--- src/rtl/dct_pkg.sv ---
// Shared types and constants for the 8x8 2-D DCT sequencer.
// One butterfly pipeline is time-shared between the row and column passes.
package dct_pkg;

    localparam int DATA_W       = 32;
    localparam int N            = 8;
    localparam int BFLY_LATENCY = 5;
    localparam int IDX_W        = 3;

    typedef logic [N-1:0][DATA_W-1:0] row_t;

    typedef enum logic [2:0] {
        S_IDLE,
        S_LOAD_ROWS,
        S_DRAIN_ROWS,
        S_ISSUE_COLS,
        S_DRAIN_COLS,
        S_OUTPUT
    } seq_state_t;

    localparam logic PASS_ROW = 1'b0;
    localparam logic PASS_COL = 1'b1;

    typedef struct packed {
        logic             valid;
        logic             pass;
        logic [IDX_W-1:0] idx;
    } tag_t;

endpackage

--- src/rtl/dct_transpose_buf.sv ---
// 8x8 word store: whole-row write, combinational row or column read.
// Contents are not reset; a block always rewrites every row before use.
module dct_transpose_buf
    import dct_pkg::*;
(
    input  logic             CLOCK,
    input  logic             we_i,
    input  logic [IDX_W-1:0] wr_idx_i,
    input  row_t             wr_data_i,
    input  logic             col_rd_i,
    input  logic [IDX_W-1:0] rd_idx_i,
    output row_t             rd_data_o
);

    logic [DATA_W-1:0] mem_q [N][N];

    // Store one full row per write
    always_ff @(posedge CLOCK) begin
        if (we_i) begin
            for (int j = 0; j < N; j++) begin
                mem_q[wr_idx_i][j] <= wr_data_i[j];
            end
        end
    end

    // Lane j returns element [j][idx] (column) or [idx][j] (row)
    always_comb begin
        rd_data_o = '0;
        for (int j = 0; j < N; j++) begin
            if (col_rd_i) begin
                rd_data_o[j] = mem_q[j][rd_idx_i];
            end else begin
                rd_data_o[j] = mem_q[rd_idx_i][j];
            end
        end
    end

endmodule

--- src/rtl/dct_2d_sequencer.sv ---
// Runs rows then columns of an 8x8 block through one external butterfly.
// A tag pipeline matched to the butterfly depth says where each result goes.
module dct_2d_sequencer
    import dct_pkg::*;
(
    input  logic                       CLOCK,
    input  logic                       RESET,
    input  logic [N-1:0][DATA_W-1:0]   IN_DATA,
    input  logic                       IN_VALID,
    output logic                       IN_READY,
    output logic [N-1:0][DATA_W-1:0]   BF_DATA,
    input  logic [N-1:0][DATA_W-1:0]   BF_OUT,
    output logic [N-1:0][DATA_W-1:0]   OUT_DATA,
    output logic                       OUT_VALID,
    input  logic                       OUT_READY,
    output logic                       BUSY
);

    localparam int TAG_D = BFLY_LATENCY + 1;
    localparam logic [IDX_W-1:0] LAST = IDX_W'(N - 1);

    seq_state_t       state_q;
    logic [IDX_W:0]   row_cnt_q;
    logic [IDX_W-1:0] col_cnt_q;
    logic [IDX_W-1:0] out_cnt_q;
    row_t             bf_data_q;
    logic             out_valid_q;
    tag_t             tag_q [TAG_D];

    logic in_fire;
    logic out_fire;
    tag_t tag_d;
    tag_t tag_out;
    logic rb_we;
    logic cb_we;
    row_t rb_col;
    row_t cb_col;

    assign IN_READY = (state_q == S_IDLE) ||
                      ((state_q == S_LOAD_ROWS) &&
                       (row_cnt_q < (IDX_W+1)'(N)));
    assign in_fire  = IN_VALID & IN_READY;
    assign out_fire = out_valid_q & OUT_READY;
    assign tag_out  = tag_q[TAG_D-1];
    assign rb_we    = tag_out.valid & (tag_out.pass == PASS_ROW);
    assign cb_we    = tag_out.valid & (tag_out.pass == PASS_COL);

    assign BF_DATA   = bf_data_q;
    assign OUT_VALID = out_valid_q;
    assign OUT_DATA  = out_valid_q ? cb_col : '0;
    assign BUSY      = (state_q != S_IDLE);

    // Tag entering the pipeline alongside each butterfly issue
    always_comb begin
        tag_d = '0;
        if (in_fire) begin
            tag_d = '{valid: 1'b1, pass: PASS_ROW,
                      idx: row_cnt_q[IDX_W-1:0]};
        end else if (state_q == S_ISSUE_COLS) begin
            tag_d = '{valid: 1'b1, pass: PASS_COL, idx: col_cnt_q};
        end
    end

    // Tag shift register tracking results through the butterfly
    always_ff @(posedge CLOCK) begin
        if (!RESET) begin
            for (int i = 0; i < TAG_D; i++) begin
                tag_q[i] <= '0;
            end
        end else begin
            tag_q[0] <= tag_d;
            for (int i = 1; i < TAG_D; i++) begin
                tag_q[i] <= tag_q[i-1];
            end
        end
    end

    // Row results; columns are read out of it during issue
    dct_transpose_buf u_row_buf (
        .CLOCK     (CLOCK),
        .we_i      (rb_we),
        .wr_idx_i  (tag_out.idx),
        .wr_data_i (BF_OUT),
        .col_rd_i  (1'b1),
        .rd_idx_i  (col_cnt_q),
        .rd_data_o (rb_col)
    );

    // Column results stored transposed; a column read gives an output row
    dct_transpose_buf u_col_buf (
        .CLOCK     (CLOCK),
        .we_i      (cb_we),
        .wr_idx_i  (tag_out.idx),
        .wr_data_i (BF_OUT),
        .col_rd_i  (1'b1),
        .rd_idx_i  (out_cnt_q),
        .rd_data_o (cb_col)
    );

    // Block sequencing FSM with registered butterfly operand and valid
    always_ff @(posedge CLOCK) begin
        if (!RESET) begin
            state_q     <= S_IDLE;
            row_cnt_q   <= '0;
            col_cnt_q   <= '0;
            out_cnt_q   <= '0;
            bf_data_q   <= '0;
            out_valid_q <= 1'b0;
        end else begin
            if (in_fire) begin
                bf_data_q <= IN_DATA;
                row_cnt_q <= row_cnt_q + 1'b1;
            end
            unique case (state_q)
                S_IDLE: begin
                    if (in_fire) begin
                        state_q <= S_LOAD_ROWS;
                    end
                end
                S_LOAD_ROWS: begin
                    if (in_fire &&
                        row_cnt_q == (IDX_W+1)'(N - 1)) begin
                        state_q <= S_DRAIN_ROWS;
                    end
                end
                S_DRAIN_ROWS: begin
                    if (rb_we && tag_out.idx == LAST) begin
                        state_q   <= S_ISSUE_COLS;
                        col_cnt_q <= '0;
                        row_cnt_q <= '0;
                    end
                end
                S_ISSUE_COLS: begin
                    bf_data_q <= rb_col;
                    col_cnt_q <= col_cnt_q + 1'b1;
                    if (col_cnt_q == LAST) begin
                        state_q <= S_DRAIN_COLS;
                    end
                end
                S_DRAIN_COLS: begin
                    if (cb_we && tag_out.idx == LAST) begin
                        state_q     <= S_OUTPUT;
                        out_cnt_q   <= '0;
                        out_valid_q <= 1'b1;
                    end
                end
                S_OUTPUT: begin
                    if (out_fire) begin
                        out_cnt_q <= out_cnt_q + 1'b1;
                        if (out_cnt_q == LAST) begin
                            state_q     <= S_IDLE;
                            out_valid_q <= 1'b0;
                        end
                    end
                end
                default: begin
                    state_q <= S_IDLE;
                end
            endcase
        end
    end

endmodule
--- config.mk ---
export PLATFORM = sky130hd
export DESIGN_NAME = dct_2d_sequencer
export DESIGN_NICKNAME = d
export VERILOG_FILES = /design/src/rtl/dct_pkg.sv /design/src/rtl/dct_transpose_buf.sv /design/src/rtl/dct_2d_sequencer.sv
export SDC_FILE = /design/constraint.sdc
export NUM_CORES = 2
export LEC_CHECK = 0
export BUFFER_PORTS_ARGS = -buffer_cell sky130_fd_sc_hd__buf_4
export CAP_MARGIN = 20
export CORE_MARGIN = 2
export CORE_UTILIZATION = 40
export CTS_CLUSTER_SIZE = 25
export DETAILED_ROUTE_END_ITERATION = 10
export GPL_TIMING_DRIVEN = 0
export PLACE_DENSITY_LB_ADDON = 0.05
export SYNTH_ARGS = -nofsm -noshare
export SYNTH_HDL_FRONTEND = slang
export SYNTH_MEMORY_MAX_BITS = 65536
export SYNTH_SLANG_ARGS = --single-unit
--- constraint.sdc ---
create_clock -name CLOCK -period 54.5 [get_ports CLOCK]
set_input_delay 2.725 -clock CLOCK [delete_from_list [all_inputs] [get_ports CLOCK]]
set_output_delay 2.725 -clock CLOCK [all_outputs]
set_load 0.05 [all_outputs]
# Word-level counts from Yosys, hierarchy flattened
# Memory sizes are Yosys's and may differ from the RTL's.
# Index checks and enable logic that the tools add are counted.
# totals
regBits,270
ram_bits,4126
input_bits,516
out_inout_bits,515
elab_cells,150
mem_count,3
# memory_table
memory,words,width,rd,rd_clocked_by_memory_dff,wr,line,text
u_col_buf.mem_q,8,256,8,0,1,dct_transpose_buf.sv:15,logic [DATA_W-1:0] mem_q [N][N];
u_row_buf.mem_q,8,256,8,0,1,dct_transpose_buf.sv:15,
tag_q,6,5,6,0,6,dct_2d_sequencer.sv:28,tag_t tag_q [TAG_D];
# op_classes
add_sub_neg,3
n_lt_le_gt_ge,3
n_eq_ne,16
mux,85
n_bitwise,13
reduce_logical,14
# ops
cell,n
$bmux W32 S3,16
$mux W32,32
$mux W256,3
$mux W5,8
$mux W3,10
$pmux W3 S6,1
$eq A3 B3 Y1 const B,5
$mux W4,3
$pmux W3 S2,2
$ne A2 B2 Y1 const B,5
$mux W1,9
$ge A4 B4 Y1 const B,2
$not A3 Y4,2
$reduce_and A7 Y1,1
$add A3 B1 Y3 const B,2
$eq A3 B2 Y1 const B,2
$or A1 B1 Y1,6
$reduce_bool A2 Y1,3
$add A4 B1 Y4 const B,1
$and A1 B1 Y1,4
$eq A4 B3 Y1 const B,1
$logic_and A1 B1 Y1,4
$lt A4 B4 Y1 const B,1
$ne A2 B1 Y1 const B,2
9 further kinds,9

# Depth between registers and ports, before layout
# depth
depth_word,7
depth_mapped,8
ltp_nobuf,6

# Hierarchy
# A second synthesis with hierarchy kept.
# unflattened
cells_unflattened,9557
hier_area_um2,197921.1
# modules_own_cells
module,n_inst,cells_per_inst,area_per_inst_um2,seq_area_each_um2
dct_transpose_buf at u_row_buf,1,3872,92003.2,61499.0
dct_transpose_buf at u_col_buf,1,3826,91974.5,61499.0
dct_2d_sequencer,1,1859,13943.4,6005.8

# Worst setup path before layout
# OpenSTA, ideal clock, no wires.
# synth_path
kind,reg-to-reg
from,memory tag_q[0][29] (netlist name)
to,"memory u_row_buf.mem_q[0][0] (netlist name), enable pin"
setup_ns,1.186
arrival_time_ns,18.056
t_required_ns,53.314
slack_ns,35.258
stages_incl_launch_ff,3
n_path_buf,0
cell_sequence,dfxtp_1 or3b_2 nor3_1
# synth_lines
item,line
"start, declared",dct_2d_sequencer.sv:28
"end, declared",dct_transpose_buf.sv:15

==> results.toml <==
[run_status]
outcome = "finished, final reports clean"

[sta]
fin_crit_sh = 0.146
finalSetupTns_ns = 0
finClkSkew_ns = 0.0426
max_freq_mhz = 126
fin_crit_ns = 7.95
rsz0062_at_grt = "false"
setup_viol_count_final = 0
tightest_slew_ns = 1.23
hold_viol_final = 0
slew_viol_final = 0
timing.slew.headroom = 0.178

[detailed_routing]
drc_errors = 0
vias_per_cell = 5.95
antenna_left = 0
met2WireLength_um = 303000
wl_met3_um = 47800
first_pass_iters = 5
dr.first_iter.drc_count = 12600
vias = 88900
totalWireLength_um = 638000
wl_per_cell_um = 42.7
topRoutingLayerUsed = "met4"
drt-met1-wl_um = 257000

[power_and_ir_drop]
p_sw_mw = 1.51
leakagePower_nw = 64.2
p_clk_frac = 0.449
p_per_area_nw_per_um2 = 35.3
p_int_mw = 5.58
combinationalPowerShare = 0.028
peakVddDrop_uv = 28.2
seqPwrFrac = 0.523
p_sw_frac = 0.213

[worst_hold_path]
min_path_type = "flip-flop to flip-flop"
whs_path_depth = 1
hold_end = "tag_q[0][18]"
hp-start = "tag_q[0][13]"

[logic_synthesis]
synth_top_area_frac = 0.745
synthesis.nets = 7765
yosysTopAreaCell = "edfxtp_1"
netlist_area_um2 = 165000
synth_area_leaders = "edfxtp_1 74%, mux4_2 14%, dfxtp_1 3.6%, mux2i_1 3.1%, a221o_1 1.6%"
yosysSeqAreaShare = 0.781
ys_ff_latch = 4396
async_flop_share = 0
synthDistinctLibCells = 42
ys_warn_count = 0
avgSynthCellArea_um2 = 22.8
syn_inst = 7244
synth_edf_count = 4096
synth_ff_type = "edfxtp_1"

[global_route]
antenna_found_initial = 71
grt_use_total = 0.300
grt_pass1_wl_um = 823000
grt_max_degree = 37
grt_pass1_vias = 87000
grt_overflow = 0

[clocking]
cts_setup_buffers = 0
cts_made_buffers = 473
ctsResizeCount = 0
clk_latency_ns = 1.02
cts.htree.levels = 5
cts_hold_buffers = 0
clk_transition_reported_paths_ns = 0.06
clkSinkCount = 4396
cts_tree = "done"
cts_root_buffer = "clkbuf_16"
cts_max_path_buffers = 4

[worst_setup_path]
regToRegSetupSlack_ns = 50.72
critPathRequiredTime_ns = 51.78
critical_path_class = "flip-flop to primary output"
cp_common_cell = "buf_2"
reg2reg_depth = 6
cp_cell_sequence = "buf_2 -> clkbuf_1 -> buf_2 -> mux4_2 -> mux2i_1 -> nor2b_1 -> buf_4"
cp_max_fo = 11
reg2reg_to = "BF_DATA[93]"
regToRegStartpoint = "col_cnt_q[2]"
critPathSlowestCell = "clkbuf_1"
startpoint = "out_cnt_q[0]"
critPathArrivalTime_ns = 5.23
max_stage_delay_ns = 0.94
start_kind = "flip-flop"
worstSetupEndpointType = "primary output"

[finish]
layout_commonest_cell = "edfxtp_1"
nets = 9574
fin_area_um2 = 201000
area_growth_pct = 21.4
final_cell_mix = "4096 x edfxtp_1, 1037 x buf_4, 1024 x mux4_2"
layout-drive-gt1-share = 0.357

[placement]
io_buffers = 1030
dpl_cell_area_um2 = 185000
gp_congestion = 0.817
post-dp-hpwl_um = 432000

[floorplanning]
core_region_area_um2 = 410000
initial_core_util = 0.402
die_w_um = 646
chipHeight_um = 646
dieArea_um2 = 418000
core.rowCount = 235
ios = 1031

[job]
cap_violations = 0
==> sequential cells by signal (all words and copies together), names as in the netlist <==
signal,cells
u_row_buf.mem_q,2048
col_cnt_q,3
u_col_buf.mem_q,2048
out_cnt_q,3
BF_DATA,256
row_cnt_q,4
OUT_VALID,1
tag_q,30
state_q,3
==> worst max-delay path, delay by kind of cell, from the launching register on <==
| kind | cells | cell delay, ns |
|---|---|---|
| simple gates | 1 | 0.12 |
| buf+inv | 4 | 2.45 |
| flops | 1 | 0.35 |
| mux | 2 | 1.26 |
==> power by group through the flow <==
stage / registers, mW / logic, mW / clock network, mW
4_1_cts: 3.70 / 0.200 / 3.22
5_1_grt: 3.70 / 0.203 / 3.35
2_1_floorplan: 3.81 / 0.0178 / 0
6_report: 3.70 / 0.199 / 3.18
3_5_place_dp: 3.77 / 0.200 / 0
3_3_place_gp: 3.77 / 0.196 / 0
==> metrics by stage <==
step / utilization / hold slack (ns) / power (mW) / setup slack (ns) / std cells
finish: 0.489 / 0.433 / 7.09 / 46.55 / 14900
floorplan: - / 0.412 / 3.83 / 35.26 / 7244
CTS: 0.488 / 0.433 / 7.13 / 46.53 / 14900
global placement: 0.438 / 0.419 / 3.97 / 24.08 / 13700
detailed placement: 0.451 / 0.420 / 3.97 / 47.65 / 14000
global route: 0.488 / 0.450 / 7.26 / 46.54 / 14900
==> Yosys cell counts (all sizes together) (2+ instances only) <==
library cell,count
dfxtp,300
clkbuf,174
and2,27
nor2b,260
xor2,2
ha,5
nand3b,2
nor3,7
mux4,1024
o211ai,2
nand4,2
buf,236
a21oi,8
nor2,281
a22o,2
o21ai,5
nand2b,5
edfxtp,4096
mux2i,514
a22oi,3
inv,2
nand3,5
a221o,257
nand2,10
==> cells by family after synthesis <==
family | synth area share
fa+ha+maj | 0.000379
xor+xnor | 0.000159
compound gates | 0.0168
flops | 0.781
simple gates | 0.0185
buf+inv | 0.0121
mux | 0.171
==> metal layers <==
metal,track usage,vias up
met2,0.484,4647
met1,0.410,49200
met5,0,-
met3,0.0468,804
li1,-,34200
met4,0.124,0
==> area by class of cell <==
class | count | area [um^2]
antenna | 27 | 67.6
buffer | 410 | 2180
clock buffer | 652 | 13100
clock inverter | 239 | 2170
fill | 33800 | 210000
inverter | 2 | 7.51
multi-input combinational | 2436 | 34200
sequential | 4396 | 129000
tap | 5451 | 6820
timing repair buffer | 1334 | 12900
==> how the worst max path moves through the flow <==
stage	slack [ns]	endpoint	depth (start not counted)
floorplan	35.26	u_row_buf.mem_q[0][0]	2
global placement	24.08	u_col_buf.mem_q[4][2]	2
detailed placement	47.65	OUT_DATA[154]	7
CTS	46.53	OUT_DATA[154]	7
global route	46.54	OUT_DATA[90]	7
finish	46.55	OUT_DATA[90]	7
(Power assumes the default switching activity.)
